[config.mk]
export PLATFORM = sky130hd
export DESIGN_NAME = countdown_timer_flat
export DESIGN_NICKNAME = d
export VERILOG_FILES = /design/src/rtl/countdown_timer_if.sv /design/src/rtl/countdown_timer.sv /design/src/flat_wrapper.sv
export SDC_FILE = /design/constraint.sdc
export NUM_CORES = 1
export LEC_CHECK = 0
export CORE_MARGIN = 4
export CORE_UTILIZATION = 60
export DETAILED_ROUTE_END_ITERATION = 16
export GPL_TIMING_DRIVEN = 0
export PLACE_DENSITY = 0.84
export SKIP_CTS_REPAIR_TIMING = 1
export SLEW_MARGIN = 40
export SYNTH_ARGS = -nofsm -noshare
export SYNTH_HDL_FRONTEND = slang
export SYNTH_SLANG_ARGS = --single-unit
[constraint.sdc]
create_clock -name clk -period 6.7 [get_ports clk]
set_clock_uncertainty 0.05 [all_clocks]
set_input_delay 0.67 -clock clk [delete_from_list [all_inputs] [get_ports clk]]
set_output_delay 0.67 -clock clk [all_outputs]
set_load 0.1 [all_outputs]
[src/rtl/countdown_timer_if.sv]
// countdown_timer_if: preset/button inputs and time/status outputs of countdown_timer.
// BCD digit signals exist only when COUNTDOWN_BCD_EN is defined.
interface countdown_timer_if;
  logic       setTime;
  logic [5:0] setSeg;
  logic [5:0] setMin;
  logic       btn_start;
  logic       btn_pause;
  logic [5:0] curSeg;
  logic [5:0] curMin;
  logic       running;
  logic       done;
  logic       alarm;
`ifdef COUNTDOWN_BCD_EN
  logic [3:0] bcdMinT;
  logic [3:0] bcdMinU;
  logic [3:0] bcdSegT;
  logic [3:0] bcdSegU;

  modport master (
    output setTime, setSeg, setMin,
    output btn_start, btn_pause,
    input  curSeg, curMin,
    input  running, done, alarm,
    input  bcdMinT, bcdMinU,
    input  bcdSegT, bcdSegU
  );

  modport slave (
    input  setTime, setSeg, setMin,
    input  btn_start, btn_pause,
    output curSeg, curMin,
    output running, done, alarm,
    output bcdMinT, bcdMinU,
    output bcdSegT, bcdSegU
  );
`else
  modport master (
    output setTime, setSeg, setMin,
    output btn_start, btn_pause,
    input  curSeg, curMin,
    input  running, done, alarm
  );

  modport slave (
    input  setTime, setSeg, setMin,
    input  btn_start, btn_pause,
    output curSeg, curMin,
    output running, done, alarm
  );
`endif
endinterface

[src/rtl/countdown_timer.sv]
// countdown_timer: mm:ss countdown with 1 s prescaler, start/pause and alarm.
// COUNTDOWN_BCD_EN adds registered BCD digit outputs.
module countdown_timer #(
  parameter int TICK_DIV  = 50000000,
  parameter int ALARM_CYC = 8
) (
  input  logic          clk,
  input  logic          rst,
  countdown_timer_if.slave bus
);

  localparam logic [1:0] IDLE  = 2'd0;
  localparam logic [1:0] RUN   = 2'd1;
  localparam logic [1:0] PAUSE = 2'd2;
  localparam logic [1:0] DONE  = 2'd3;

  localparam int PW = (TICK_DIV > 1) ? $clog2(TICK_DIV) : 1;
  localparam int AW = (ALARM_CYC > 1) ? $clog2(ALARM_CYC) : 1;
  localparam logic [PW-1:0] PMAX = PW'(TICK_DIV - 1);
  localparam logic [AW-1:0] AMAX = AW'(ALARM_CYC - 1);

  logic [1:0]    state;
  logic [1:0]    state_n;
  logic [5:0]    cur_s;
  logic [5:0]    cur_m;
  logic [5:0]    dec_s;
  logic [5:0]    dec_m;
  logic [5:0]    pre_s;
  logic [5:0]    pre_m;
  logic          start_q;
  logic          pause_q;
  logic          start_p;
  logic          pause_p;
  logic [PW-1:0] pcnt;
  logic [AW-1:0] acnt;
  logic          pcnt_en;
  logic          tick;
  logic          dec_zero;
  logic          nonzero;
  logic          running_q;
  logic          done_q;
  logic          alarm_q;

  assign start_p = bus.btn_start & ~start_q;
  assign pause_p = bus.btn_pause & ~pause_q;
  assign pre_s   = (bus.setSeg > 6'd59) ? 6'd59 : bus.setSeg;
  assign pre_m   = (bus.setMin > 6'd59) ? 6'd59 : bus.setMin;
  assign nonzero = (cur_s != 6'd0) || (cur_m != 6'd0);

  // prescaler only advances in RUN, or in DONE while the alarm is timing out
  assign pcnt_en = (state == RUN) || ((state == DONE) && alarm_q);
  assign tick    = pcnt_en && (pcnt == PMAX);

  always_comb begin
    dec_s = cur_s;
    dec_m = cur_m;
    if (cur_s != 6'd0) begin
      dec_s = cur_s - 6'd1;
    end else if (cur_m != 6'd0) begin
      dec_s = 6'd59;
      dec_m = cur_m - 6'd1;
    end
  end

  assign dec_zero = (dec_s == 6'd0) && (dec_m == 6'd0);

  always_comb begin
    state_n = state;
    unique case (state)
      IDLE: begin
        if (!bus.setTime && start_p && nonzero)
          state_n = RUN;
      end
      RUN: begin
        if (bus.setTime)
          state_n = IDLE;
        else if (tick && dec_zero)
          state_n = DONE;
        else if (pause_p)
          state_n = PAUSE;
      end
      PAUSE: begin
        if (bus.setTime)
          state_n = IDLE;
        else if (start_p)
          state_n = RUN;
      end
      DONE: begin
        if (bus.setTime || start_p)
          state_n = IDLE;
      end
    endcase
  end

  always_ff @(posedge clk or posedge rst) begin
    if (rst) begin
      state     <= IDLE;
      cur_s     <= 6'd0;
      cur_m     <= 6'd0;
      start_q   <= 1'b0;
      pause_q   <= 1'b0;
      pcnt      <= '0;
      acnt      <= '0;
      running_q <= 1'b0;
      done_q    <= 1'b0;
      alarm_q   <= 1'b0;
    end else begin
      start_q   <= bus.btn_start;
      pause_q   <= bus.btn_pause;
      state     <= state_n;
      running_q <= (state_n == RUN);
      done_q    <= (state_n == DONE);

      if ((state == IDLE) && (state_n == RUN))
        pcnt <= '0;
      else if (pcnt_en)
        pcnt <= tick ? '0 : pcnt + 1'b1;

      if ((state == IDLE) && bus.setTime) begin
        cur_s <= pre_s;
        cur_m <= pre_m;
      end else if ((state == RUN) && !bus.setTime && tick) begin
        cur_s <= dec_s;
        cur_m <= dec_m;
      end

      if ((state != DONE) && (state_n == DONE)) begin
        alarm_q <= 1'b1;
        acnt    <= '0;
      end else if ((state == DONE) && (state_n != DONE)) begin
        alarm_q <= 1'b0;
      end else if ((state == DONE) && tick) begin
        acnt <= acnt + 1'b1;
        if (acnt == AMAX)
          alarm_q <= 1'b0;
      end
    end
  end

  assign bus.curSeg  = cur_s;
  assign bus.curMin  = cur_m;
  assign bus.running = running_q;
  assign bus.done    = done_q;
  assign bus.alarm   = alarm_q;

`ifdef COUNTDOWN_BCD_EN
  always_ff @(posedge clk or posedge rst) begin
    if (rst) begin
      bus.bcdMinT <= 4'd0;
      bus.bcdMinU <= 4'd0;
      bus.bcdSegT <= 4'd0;
      bus.bcdSegU <= 4'd0;
    end else begin
      bus.bcdMinT <= 4'(cur_m / 6'd10);
      bus.bcdMinU <= 4'(cur_m % 6'd10);
      bus.bcdSegT <= 4'(cur_s / 6'd10);
      bus.bcdSegU <= 4'(cur_s % 6'd10);
    end
  end
`endif

endmodule

[src/flat_wrapper.sv]
// flat-port wrapper written by rule: the top's interface ports become plain ports
module countdown_timer_flat 
#(
  parameter int TICK_DIV  = 50000000,
  parameter int ALARM_CYC = 8
)
  (clk, rst, bus_setTime, bus_setSeg, bus_setMin, bus_btn_start, bus_btn_pause, bus_curSeg, bus_curMin, bus_running, bus_done, bus_alarm);
  countdown_timer_if bus_i ();
  input  logic clk;
  input  logic rst;
  input wire logic [$bits(bus_i.setTime)-1:0] bus_setTime;
  input wire logic [$bits(bus_i.setSeg)-1:0] bus_setSeg;
  input wire logic [$bits(bus_i.setMin)-1:0] bus_setMin;
  input wire logic [$bits(bus_i.btn_start)-1:0] bus_btn_start;
  input wire logic [$bits(bus_i.btn_pause)-1:0] bus_btn_pause;
  output wire logic [$bits(bus_i.curSeg)-1:0] bus_curSeg;
  output wire logic [$bits(bus_i.curMin)-1:0] bus_curMin;
  output wire logic [$bits(bus_i.running)-1:0] bus_running;
  output wire logic [$bits(bus_i.done)-1:0] bus_done;
  output wire logic [$bits(bus_i.alarm)-1:0] bus_alarm;
  assign bus_i.setTime = bus_setTime;
  assign bus_i.setSeg = bus_setSeg;
  assign bus_i.setMin = bus_setMin;
  assign bus_i.btn_start = bus_btn_start;
  assign bus_i.btn_pause = bus_btn_pause;
  assign bus_curSeg = bus_i.curSeg;
  assign bus_curMin = bus_i.curMin;
  assign bus_running = bus_i.running;
  assign bus_done = bus_i.done;
  assign bus_alarm = bus_i.alarm;
  countdown_timer #(.TICK_DIV(TICK_DIV), .ALARM_CYC(ALARM_CYC)) u_core (.clk(clk), .rst(rst), .bus(bus_i));
endmodule
# --- Word-level counts from Yosys, hierarchy flattened ---
# Index checks and enable logic that the tools add are counted.
classes:
  n_addsub: 4
  mux: 28
  n_reduce_logical: 29
  order_cmp: 2
  eq_ne: 10
  bitwise_logic: 4
ops:
  columns: ["op", "count"]
  rows:
  - ["2-to-1 mux 26 bit", 3]
  - ["2-to-1 mux 6 bit", 10]
  - ["adder 26 x 1 -> 26 bit, second input constant", 1]
  - ["equality test 26 bit, second input constant", 1]
  - ["2-to-1 mux 2 bit", 7]
  - ["logical AND 1 bit", 13]
  - ["> comparator 6 bit, second input constant", 2]
  - ["zero test 6 bit", 2]
  - ["nonzero test 6 bit", 2]
  - ["subtractor 6 x 1 -> 6 bit, second input constant", 2]
  - ["2-to-1 mux 3 bit", 3]
  - ["case mux 2 bit (4 select lines)", 1]
  - ["equality test 2 bit, second input constant", 3]
  - ["nonzero test 2 bit", 3]
  - ["nonzero test 3 bit", 2]
  - ["equality test 2 x 1 -> 1 bit, second input constant", 2]
  - ["2-to-1 mux 1 bit", 4]
  - ["!= test 2 bit, second input constant", 2]
  - ["AND reduction 2 bit", 2]
  - ["adder 3 x 1 -> 3 bit, second input constant", 1]
  - ["equality test 3 bit, second input constant", 1]
  - ["logical OR 1 bit", 3]
  - ["AND 1 bit", 2]
  - ["zero test 2 bit", 1]
  - ["3 further kinds", 4]
totals:
  output_inout_bits: 15
  in_bits: 17
  reg_bits: 48
  wordCells: 87

# --- Longest topological paths before layout ---
# Gate-level depths: netlist (run 1).
logic_depth:
  ltp_word: 13
  ltp_mapped: 9
  mapped_depth_nobuf: 8

# --- Least setup slack after synthesis (run 1) ---
# Ideal clock, no wire load.
synth_path:
  kind: "flip-flop to flip-flop"
  from: "register u_core.cur_s[0] (netlist: u_core.bus.curSeg[0])"
  to: "register u_core.acnt[1]"
  path_slack_ns: 3.667
  n_path_buf: 0
  path_stages_with_launch: 9
  arrival_time_ns: 2.863
  path_cell_list: "dfrtp_1 > inv_1 > ha_1 > nor3b_2 > o311ai_0 > a31oi_1 > nor4_1 > nand4_4 > a31o_1"
synth_between:
  elab_chain_cells: 12
synth_lines:
  columns: ["item", "line_no", "source"]
  rows:
  - ["start, declared", "countdown_timer.sv:24", "logic [5:0] cur_s;"]
  - ["start signal, assigned", "countdown_timer.sv:120", "cur_s <= pre_s;"]
  - ["start signal, assigned", "countdown_timer.sv:123", "cur_s <= dec_s;"]
  - ["subtractor 6 x 1 -> 6 bit, or another cell as far along", "countdown_timer.sv:58", "dec_s = cur_s - 6'd1;"]
  - ["2-to-1 mux 6 bit", "countdown_timer.sv:57", "if (cur_s != 6'd0) begin"]
  - ["zero test 6 bit", "countdown_timer.sv:65", "assign dec_zero = (dec_s == 6'd0) && (dec_m == 6'd0);"]
  - ["logical AND 1 bit", "countdown_timer.sv:65", null]
  - ["logical AND 1 bit", "countdown_timer.sv:77", "else if (tick && dec_zero)"]
  - ["2-to-1 mux 2 bit", "countdown_timer.sv:77", null]
  - ["2-to-1 mux 2 bit", "countdown_timer.sv:75", "if (bus.setTime)"]
  - ["case mux 2 bit (4 select lines) *", "countdown_timer.sv:69", "unique case (state)"]
  - ["!= test 2 bit / equality test 2 bit (equally long branches)", "countdown_timer.sv:130, countdown_timer.sv:127", null]
  - ["logical AND 1 bit (on tied branches)", "countdown_timer.sv:130, countdown_timer.sv:127", null]
  - ["!= test 2 x 1 -> 1 bit (no source line) / nonzero test 2 bit (equally long branches)", null, null]
  - ["AND reduction 2 bit (no source line)", null, null]
  - ["end signal, assigned", "countdown_timer.sv:133", "acnt <= acnt + 1'b1;"]
  - ["end, declared", "countdown_timer.sv:35", "logic [AW-1:0] acnt;"]
# Every way passes the cells marked *; elsewhere a longest branch is shown, timed or not.
# A chain may end at the register's enable or synchronous reset.

# --- Final worst setup path (run 1) ---
# Ends and elaborated chain as after synthesis.

==> key figures, run 1 <==
Power
  – LEAKAGE: between 0.001 and 0.0015 uW
  – Peak supply drop: 134.8 uV
  – Total power: around 800 uW
  – Power Density: around 230 nW/um^2

Clocking
  – Cts bufs inserted: 5
  – Worst skew pair latency: ~0.3 ns
  – CTS tree: done
  – Htree depth: 2
  – CTS max path bufs: 2
  – Root Buffer: clkbuf_8
  – Clock-pin slew on the worst setup and hold paths: approximately 0.090 ns
  – CTS sink cnt: 48

Critical path
  – Top delay family on crit path: simple AND/OR/NAND/NOR gates
  – Crit end category: flip-flop
  – Crit path buf inv count: 1
  – R2r setup slk: 3.61 ns
  – Slowest cell delay on critical path: ~0.50 ns
  – CP Cell Sequence: inv_1, ha_1, nor3b_2, nand4_1, a2bb2oi_1, nor4_1, nand4_4, a31o_1
  – Setup Crit Path Kind: flip-flop to flip-flop
  – CP arrival: ~3.2 ns
  – Crit start category: flip-flop
  – Slowest-stage cell, CP: nor3b_2
  – Req. time, crit path: approximately 6.8 ns
  – Peak fanout along the critical path: 8

Synth
  – Register area share after synthesis: approximately two fifths
  – Post-synth EDFFs: 0
  – Synth Warn #: 0
  – Syn Nets: about 380
  – Post-Syn Instances: between 300 and 400
  – #FFs+latches synth: 48
  – Cell Area, Synth: between 3000 and 4000 um^2
  – Asr flop ratio synth: 100.0%
  – Distinct cell type count after synthesis: 62
  – Most used DFF post-synth: dfrtp_1
  – Synthesized area per cell: ~8.4 um^2

GRT
  – First-pass GRT wire length: 13,240 um
  – Initial antenna violation count: 0
  – Gr busiest metal: met2
  – Routing usage on met1: between 30% and 40%
  – Vias in the first global route: 2,853
  – Met3 GRT Util: 4.195%
  – Aggregate global-route resource usage: around a quarter
  – Global Route met2 Usage: around two fifths
  – GRT Residual Overflow: 0
  – Pin count of the biggest net entering global routing: 36

STA
  – Least-Margin Pin Slew: 0.7722 ns
  – Minimum clock period: 3.086 ns
  – Period Utilization, post-route: between 40 and 50%
  – Final setup fails: 0
  – Final TNS setup: 0 ns
  – Fin. max-slew vios: 0
  – Fmax: between 300 and 400 MHz
  – Worst setup margin: between 3 and 4 ns
  – Worst rel slew slack: about half
  – Hold Vio Cnt, Final: 0
  – RSZ-0062 raised after global routing: false

Layout
  – Fin util: 72.34%
  – Final Net Count: approximately 420
  – Proportion of layout cells with a drive suffix above 1: between 10% and 20%
  – Area of the multi-input gates: about 1700 um^2
  – Inserted Diodes: 0
  – Sequential standard cell area: 1201 um^2
  – Fillers: about 400
  – Finished Layout Cells: roughly 470
  – Area Growth Syn to Fin: 14.80%

Placement
  – Port bufs: 31
  – Dpl cells: around 460
  – Worst slack, placed: 3.754 ns
  – Final HPWL DP: approximately 5600 um
  – Placer Congestion: between 0.9 and 1

Die
  – Chip height: 79.13 um
  – Core area: ~4800 um^2
  – Starting Density: 63.01%
  – Chip width: slightly below 80 um
  – Die area: between 6000 and 7000 um^2
  – # rows: 25
  – I/O Pins: 32

Route
  – Initial drt markers: 281
  – Detail Route Antenna Nets: 0
  – Initial DRT Pass Iterations: 5
  – WL per Instance: roughly 17 um
  – Remaining DRCs: 0
  – Post-Route WL: just under 8000 um
  – DR vias: between 2,000 and 3,000
  – Via/cell ratio: between 6 and 7

Run status
  – Status: complete, no violations

Hold path
  – Hold Path Class: flip-flop to flip-flop

Run
  – Number of max-cap violations: 0
-- flip-flops by register name, indices dropped and copies added (netlist names), 2 cells and up --
register	cells
u_core.bus.curSeg	6
u_core.bus.curMin	6
u_core.acnt	3
u_core.pcnt	26
u_core.state	2
-- layout by cell type (no fill, tap or decap), drive strengths merged, types with 5 or more instances in the layout --
cell and n:
nand2 31, nor3 17, nand4 9, nor4 9, a21oi 31, o21ai 25, ha 5, buf 20
a31oi 8, or3 11, and2 5, inv 10, clkbuf 20, dfrtp 48, clkdlybuf4s50 16, nor2 41
nand3 18
-- worst paths after layout --
kind / from / end / depth (start not counted)
setup / recovery: u_core.bus.curSeg[0]$_DFFE_PP0P_ / u_core.acnt[1]$_DFFE_PP0P_ / 8
hold / removal: u_core.pcnt[22]$_DFFE_PP0P_ / u_core.pcnt[22]$_DFFE_PP0P_ / 2
setup reg to reg: u_core.bus.curSeg[0]$_DFFE_PP0P_ / u_core.acnt[1]$_DFFE_PP0P_ / 8
hold reg to reg: u_core.pcnt[22]$_DFFE_PP0P_ / u_core.pcnt[22]$_DFFE_PP0P_ / 2
max in group asynchronous: rst / u_core.bus.curMin[1]$_DFFE_PP0P_ / 3
min in group asynchronous: rst / u_core.pcnt[25]$_DFFE_PP0P_ / 2
-- per-layer routing --
metal	up-vias	part of all wire [%]
met3	14	6.2
met5	-	0
met2	108	47
li1	1399	-
met4	0	1.4
met1	1398	46
-- final cells by class --
class	instances	area share, %
buffer	18	2.442
clock buffer	6	2.083
clock inverter	2	1.005
inverter	10	1.149
multi-input combinational	284	49.12
sequential	48	34.47
tap	67	2.406
timing repair buffer	32	7.325
-- where the power goes --
part | switching (uW) | total, uW | internal, uW
registers | 32.8 | 347 | 314
clock network | 97.2 | 208 | 111
logic | 165 | 229 | 64.0
-- through the flow --
| step | hold WS [ns] | area, um^2 |
|---|---|---|
| floorplan | 0.4482 | 3035 |
| global placement | 0.4646 | 3430 |
| detailed placement | 0.4786 | 3377 |
| CTS | 0.4966 | 3485 |
| global route | 0.5356 | 3485 |
| finish | 0.4959 | 3485 |
-- synthesized netlist by cell type, drive strengths merged (2+ instances only) --
cell type	instances	share of area (%)
and2	5	1.0
nor4	9	2.3
nor2	41	5.1
mux2	2	0.74
dfrtp	48	40
buf	4	1.1
a211oi	2	0.49
clkbuf	14	1.7
and4	2	0.62
a31oi	8	1.6
o21bai	2	0.49
xnor2	4	1.2
a2bb2oi	2	0.58
nor4b	3	0.87
a31o	2	0.58
xor2	4	1.2
or2	3	0.62
ha	5	2.1
or3	11	2.3
a21oi	31	5.1
inv	10	1.2
a21o	3	0.82
nand4	9	2.3
or4	3	0.74
o2bb2ai	2	0.58
and3	4	0.87
nand2b	4	0.82
o211ai	2	0.49
nor3b	3	1.1
nand3	18	3.1
and4b	2	0.66
nor2b	2	0.41
o21ai	25	4.1
mux2i	4	1.3
nand2	31	3.8
o31ai	3	0.74
nor3	17	3.0
a21boi	3	0.74
-- worst reg2reg max path, cell delays in order, from the launching register on --
cell and delay, ns:
dfrtp_1 0.47, inv_1 0.11, ha_1 0.26, nor3b_2 0.51
nand4_1 0.36, a2bb2oi_1 0.23, nor4_1 0.43, nand4_4 0.27
a31o_1 0.28
-- cell families after synthesis --
| family | count (synthesis) | share of synthesized area [%] |
|---|---|---|
| flip-flops | 48 | 39.57 |
| adder cells (fa/ha/maj) | 5 | 2.061 |
| multiplexers | 6 | 2.061 |
| AND/OR/NAND/NOR | 170 | 30.67 |
| buffers and inverters | 28 | 4.040 |
| XOR/XNOR | 8 | 2.308 |
| AO/OA/AOI/OAI | 95 | 19.29 |
No activity file was read; power rests on OpenSTA's default activity.
==> run 2: changes to the inputs <==
- CORE_UTILIZATION: 60 -> 51
- PLACE_DENSITY: 0.84 -> 0.76
- clock period: 6.7 -> 2.8 ns (I/O delays scaled with it)
==> key figures, run 2 (same netlist as run 1, synthesis figures left out) <==
Power
  – Power Density: 510.5 nW/um^2 (+130%)
  – Switch Pwr: 721.1 uW (+140%)
  – Sequential share of power: 46.1% (+1.8 points)
  – LEAKAGE: 0.001424 uW (+1.4%)
  – Combinational share of power: 31.4% (+2.2 points)
  – Peak supply drop: 255.5 uV (+90%)
  – Clock power frac: 22.5% (-4.0 points)
  – Switching Share: 39.90% (+2.3 points)
  – Internal power: 1086 uW (+120%)

Placement
  – Placer Congestion: 0.9056 (-3.2%)
  – Port bufs: 31 (unchanged)
  – Placed Instance Area: 3388 um^2 (+0.33%)
  – Worst slack, placed: -0.03022 ns (-3.785 ns)
  – Final HPWL DP: 5758 um (+3.6%)

Clocking
  – Root Buffer: clkbuf_8
  – CTS tree: done
  – CTS max path bufs: 2 (unchanged)
  – CTS sink cnt: 48 (unchanged)
  – Htree depth: 2 (unchanged)
  – Clock-pin slew on the worst setup and hold paths: 0.09 ns (about the same)
  – Cts bufs inserted: 5 (unchanged)
  – Worst skew pair latency: 0.30 ns (about the same)

STA
  – Fin. max-slew vios: 0 (unchanged)
  – Hold Vio Cnt, Final: 0 (unchanged)
  – Worst rel slew slack: 49.71% (+1.6 points)
  – Final setup fails: 0 (unchanged)
  – Minimum clock period: 2.670 ns (-0.4160 ns)
  – Period Utilization, post-route: 95.36% (+49 points)
  – Hold slack final: 0.1920 ns (-0.3039 ns)
  – Least-Margin Pin Slew: 0.7494 ns (-0.02288 ns)
  – Fmax: 374.5 MHz (+16%)
  – Worst setup margin: 0.1299 ns (-3.484 ns)

Die
  – # rows: 27 (+8.0%)
  – Starting Density: 53.80% (-9.2 points)
  – I/O Pins: 32 (unchanged)
  – Chip height: 85.15 um (+7.6%)
  – Chip width: 85.15 um (+7.6%)
  – Core area: 5642 um^2 (+17%)
  – Die area: 7250 um^2 (+16%)

Run status
  – Status: complete, no violations

Layout
  – Max FFs per register: 26 (unchanged)
  – Commonest non-fill, non-tap cell in the layout: dfrtp_1
  – Inserted Diodes: 0 (unchanged)
  – Largest register by flop count: u_core.pcnt
  – Final Net Count: 425 (+0.95%)
  – Sequential standard cell area: 1206 um^2 (+0.42%)
  – Area Growth Syn to Fin: 16.61%
  – Most frequent cells in the layout: dfrtp_1 (44), nor2_1 (41), a21oi_1 (31), nand2_1 (31), o21ai_0 (23)
  – Proportion of layout cells with a drive suffix above 1: 13.65% (+2.9 points)
  – Fillers: 475 (+19%)
  – Fin area: 3540 um^2 (+1.6%)
  – Area of the multi-input gates: 1752 um^2 (+2.3%)

Hold path
  – Hold Path Class: primary input to async pin

Critical path
  – CP arrival: 2.82 ns (-0.41 ns)
  – Slowest-stage cell, CP: dfrtp_2
  – Crit start category: flip-flop
  – Reg2Reg Depth: 8 (unchanged)
  – Crit end category: flip-flop
  – Setup Crit Path Kind: flip-flop to flip-flop
  – Slowest cell delay on critical path: 0.46 ns (-0.04 ns)
  – R2r setup slk: 0.13 ns (-3.48 ns)
  – Peak fanout along the critical path: 8 (unchanged)
  – Req. time, crit path: 2.95 ns (-3.89 ns)
  – CP Cell Sequence: inv_1, ha_1, nor3b_4, nand3_1, or3_1, mux2i_2, nand4_4, a31o_1

GRT
  – First-pass GRT wire length: 13,330 um (+0.67%)
  – Initial antenna violation count: 0 (unchanged)
  – GRT Residual Overflow: 0 (unchanged)
  – Pin count of the biggest net entering global routing: 34 (-5.6%)
  – Vias in the first global route: 2,824 (-1.0%)
  – Aggregate global-route resource usage: 22.36% (-4.1 points)

Route
  – Initial drt markers: 197 (-30%)
  – Detail Route Antenna Nets: 0 (unchanged)
  – Initial DRT Pass Iterations: 5 (unchanged)
  – WL per Instance: 16.82 um (+1.6%)
  – Post-Route WL: 7989 um (+3.3%)
  – DR vias: 2,922 (+0.10%)
  – Via/cell ratio: 6.152 (-1.6%)
  – Remaining DRCs: 0 (unchanged)

Run
  – Number of max-cap violations: 0 (unchanged)
run 2: per-layer routing:
| metal | up-vias | GRT usage, % | routed length (um) | share of wire, % |
|---|---|---|---|---|
| met3 | 6 | 3.981 | 490 | 6.1 |
| met4 | 0 | 6.187 | 57 | 0.71 |
| met5 | - | 0 | 0 | 0 |
| met1 | 1419 | 30.50 | 3570 | 45 |
| li1 | 1404 | - | - | - |
| met2 | 93 | 36.51 | 3870 | 48 |
run 2: final timing paths:
| kind | start | end |
|---|---|---|
| setup / recovery | u_core.bus.curSeg[0]$_DFFE_PP0P_ | u_core.acnt[2]$_DFFE_PP0P_ |
| hold / removal | rst | u_core.acnt[2]$_DFFE_PP0P_ |
| setup reg to reg | u_core.bus.curSeg[0]$_DFFE_PP0P_ | u_core.acnt[2]$_DFFE_PP0P_ |
| hold reg to reg | u_core.acnt[1]$_DFFE_PP0P_ | u_core.acnt[1]$_DFFE_PP0P_ |
| max in group asynchronous | rst | u_core.bus.curMin[0]$_DFFE_PP0P_ |
| min in group clk | bus_btn_start | u_core.start_q$_DFF_PP0_ |
run 2: metrics by stage:
stage | std cells | util, % | power (uW) | TNS [ns]
floorplan | 360 | - | 1254 | 0
global placement | 463 | 60.99 | 1398 | -0.09756
detailed placement | 464 | 60.06 | 1389 | -0.04624
CTS | 471 | 61.50 | 1797 | -0.08289
global route | 475 | 62.74 | 1900 | -0.01625
finish | 475 | 62.74 | 1807 | 0
run 2: cell type report:
type	instances	area share, %
Clock buffer	5	1.944
Timing Repair Buffer	36	8.059
Tap cell	72	2.545
Buffer	18	2.404
Multi-Input combinational cell	284	49.49
Clock inverter	2	0.3535
Sequential cell	48	34.08
Inverter	10	1.131
run 2: critical path: cells and delay by family (launching register included):
family / cells / cell delay [ns]
buffers and inverters: 1 / 0.10
AND/OR/NAND/NOR: 4 / 1.10
flip-flops: 1 / 0.46
multiplexers: 1 / 0.31
adder cells (fa/ha/maj): 1 / 0.25
AO/OA/AOI/OAI: 1 / 0.28
run 2: power by group through the flow:
stage | logic [uW] | registers (uW) | clock network, uW
5_1_grt | 608 | 844 | 448
4_1_cts | 547 | 831 | 419
3_5_place_dp | 545 | 844 | 0
2_1_floorplan | 229 | 1020 | 0
6_report | 568 | 832 | 407
3_3_place_gp | 558 | 840 | 0
==> run 3: changes to the inputs <==
- CORE_UTILIZATION: 51 -> 30
- PLACE_DENSITY: 0.76 -> not set
- clock period: 2.8 -> 2.85 ns (I/O delays scaled with it)
==> key figures, run 3 (same netlist as run 1, synthesis figures left out) <==
Run status
  – Status: complete, no violations

Die
  – Die area: 11,790 um^2 (+63%)
  – Core area: 9819 um^2 (+74%)
  – Chip height: 108.6 um (+28%)
  – I/O Pins: 32 (unchanged)
  – # rows: 36 (+33%)
  – Chip width: 108.6 um (+28%)
  – Starting Density: 30.91% (-23 points)

GRT
  – First-pass GRT wire length: 13,510 um (+1.4%)
  – Routing usage on met1: 19.61% (-11 points)
  – Global Route met2 Usage: 22.20% (-14 points)
  – Aggregate global-route resource usage: 14.15% (-8.2 points)
  – Met3 GRT Util: 2.627% (-1.4 points)
  – Gr busiest metal: met2
  – Vias in the first global route: 2,814 (-0.35%)
  – Pin count of the biggest net entering global routing: 43 (+26%)
  – Initial antenna violation count: 0 (unchanged)
  – GRT Residual Overflow: 0 (unchanged)

Layout
  – Fin util: 37.00% (-26 points)
  – Commonest non-fill, non-tap cell in the layout: dfrtp_1
  – Proportion of layout cells with a drive suffix above 1: 13.18% (-0.46 points)
  – Inserted Diodes: 0 (unchanged)
  – Final Net Count: 423 (-0.47%)
  – Max FFs per register: 26 (unchanged)
  – Largest register by flop count: u_core.pcnt
  – Most frequent cells in the layout: dfrtp_1 (46), nor2_1 (41), a21oi_1 (31), nand2_1 (31), o21ai_0 (23)
  – Area Growth Syn to Fin: 19.70%
  – Finished Layout Cells: 535 (+13%)

STA
  – Minimum clock period: 2.717 ns (+0.04704 ns)
  – Least-Margin Pin Slew: 0.6477 ns (-0.1017 ns)
  – Final setup fails: 0 (unchanged)
  – Fin. max-slew vios: 0 (unchanged)
  – Period Utilization, post-route: 95.34% (about the same)
  – Worst rel slew slack: 56.53% (+6.8 points)
  – Fmax: 368.0 MHz (-1.7%)
  – Hold slack final: 0.1606 ns (-0.03144 ns)
  – Hold Vio Cnt, Final: 0 (unchanged)

Hold path
  – Hold Path Class: primary input to async pin

Power
  – Clock power frac: 27.3% (+4.8 points)
  – Power Density: 515.9 nW/um^2 (+1.1%)
  – Total power: 1875 uW (+3.7%)
  – Internal power: 1157 uW (+6.5%)
  – Switch Pwr: 717.8 uW (-0.46%)
  – Peak supply drop: 280.6 uV (+9.8%)
  – Sequential share of power: 43.4% (-2.7 points)
  – Combinational share of power: 29.3% (-2.1 points)
  – Switching Share: 38.29% (-1.6 points)
  – LEAKAGE: 0.001441 uW (+1.2%)

Placement
  – Dpl cells: 525 (+13%)
  – Final HPWL DP: 5834 um (+1.3%)
  – Placer Congestion: 0.8662 (-4.4%)
  – Port bufs: 31 (unchanged)

Route
  – Via/cell ratio: 5.344 (-13%)
  – Post-Route WL: 8005 um (+0.20%)
  – Initial drt markers: 164 (-17%)
  – Remaining DRCs: 0 (unchanged)
  – WL per Instance: 14.96 um (-11%)
  – DR vias: 2,859 (-2.2%)
  – Detail Route Antenna Nets: 0 (unchanged)
  – Initial DRT Pass Iterations: 4 (-1)

Clocking
  – Worst skew pair latency: 0.31 ns (about the same)
  – CTS max path bufs: 2 (unchanged)
  – CTS tree: done
  – Root Buffer: clkbuf_8
  – Cts bufs inserted: 5 (unchanged)
  – CTS sink cnt: 48 (unchanged)
  – Clock-pin slew on the worst setup and hold paths: 0.09 ns (about the same)
  – Htree depth: 2 (unchanged)

Critical path
  – Worst r2r src: u_core.pcnt[0]$_DFFE_PP0P_
  – Setup Crit Path Kind: flip-flop to flip-flop
  – Req. time, crit path: 3.00 ns (+0.05 ns)
  – Reg2Reg Depth: 9 (+1)
  – Critical R2R Capture: u_core.acnt[2]$_DFFE_PP0P_
  – Crit start category: flip-flop
  – Peak fanout along the critical path: 9 (+1)
  – Crit end category: flip-flop
  – CP arrival: 2.87 ns (+0.05 ns)
  – R2r setup slk: 0.13 ns (about the same)

Run
  – Number of max-cap violations: 0 (unchanged)
## run 3: layout make-up
cell class / count / area (um^2)
Fill cell: 1051 / 6186
Multi-Input combinational cell: 284 / 1748
Sequential cell: 48 / 1204
Timing Repair Buffer: 34 / 277.8
Tap cell: 133 / 166.4
Buffer: 18 / 86.33
Clock buffer: 5 / 68.82
Clock inverter: 3 / 42.54
Inverter: 10 / 40.04
## run 3: metrics by stage
step                       TNS (ns)  instance area [um^2]  setup WS [ns]
after CTS                  -0.09728                  3581       -0.06542
after floorplan                   0                  3038        0.01037
after global routing      -0.007562                  3633      -0.007562
final                             0                  3633         0.1329
after global placement    -0.007949                  3515      -0.007949
after detailed placement   -0.06437                  3470       -0.05446
## run 3: how the worst max path moves through the flow
stage                                      from                           to  cells past startpoint
3_5_place_dp         u_core.pcnt[0]$_DFFE_PP0P_  u_core.pcnt[21]$_DFFE_PP0P_                      9
4_1_cts              u_core.pcnt[9]$_DFFE_PP0P_  u_core.pcnt[21]$_DFFE_PP0P_                      7
6_report             u_core.pcnt[0]$_DFFE_PP0P_   u_core.acnt[2]$_DFFE_PP0P_                      9
3_3_place_gp        u_core.pcnt[10]$_DFFE_PP0P_  u_core.pcnt[21]$_DFFE_PP0P_                      7
2_1_floorplan  u_core.bus.curMin[0]$_DFFE_PP0P_   u_core.acnt[1]$_DFFE_PP0P_                      8
5_1_grt        u_core.bus.curSeg[1]$_DFFE_PP0P_   u_core.acnt[2]$_DFFE_PP0P_                      8
## run 3: worst max-delay path, cell delays in order (launching register included)
cell and delay [ns]:
dfrtp_1 0.42, ha_1 0.26, nand3_1 0.15, or2_1 0.25, buf_6 0.14, or3_1 0.38
buf_6 0.16, nor4_4 0.33, nand4_4 0.21, a31o_1 0.27
## run 3: routing by layer
metal  up-vias  routed length, um
met4         0                123
met5         -                  0
met3        13                356
met1      1370               3845
li1       1406                  -
met2        70               3680
## run 3: power groups by stage
stage,Combinational (uW),Clock [uW],Sequential [uW]
after global placement,555,0,826
after floorplan,226,0,1010
after detailed placement,542,0,827
after global routing,597,544,827
after CTS,544,522,813
final,549,511,815
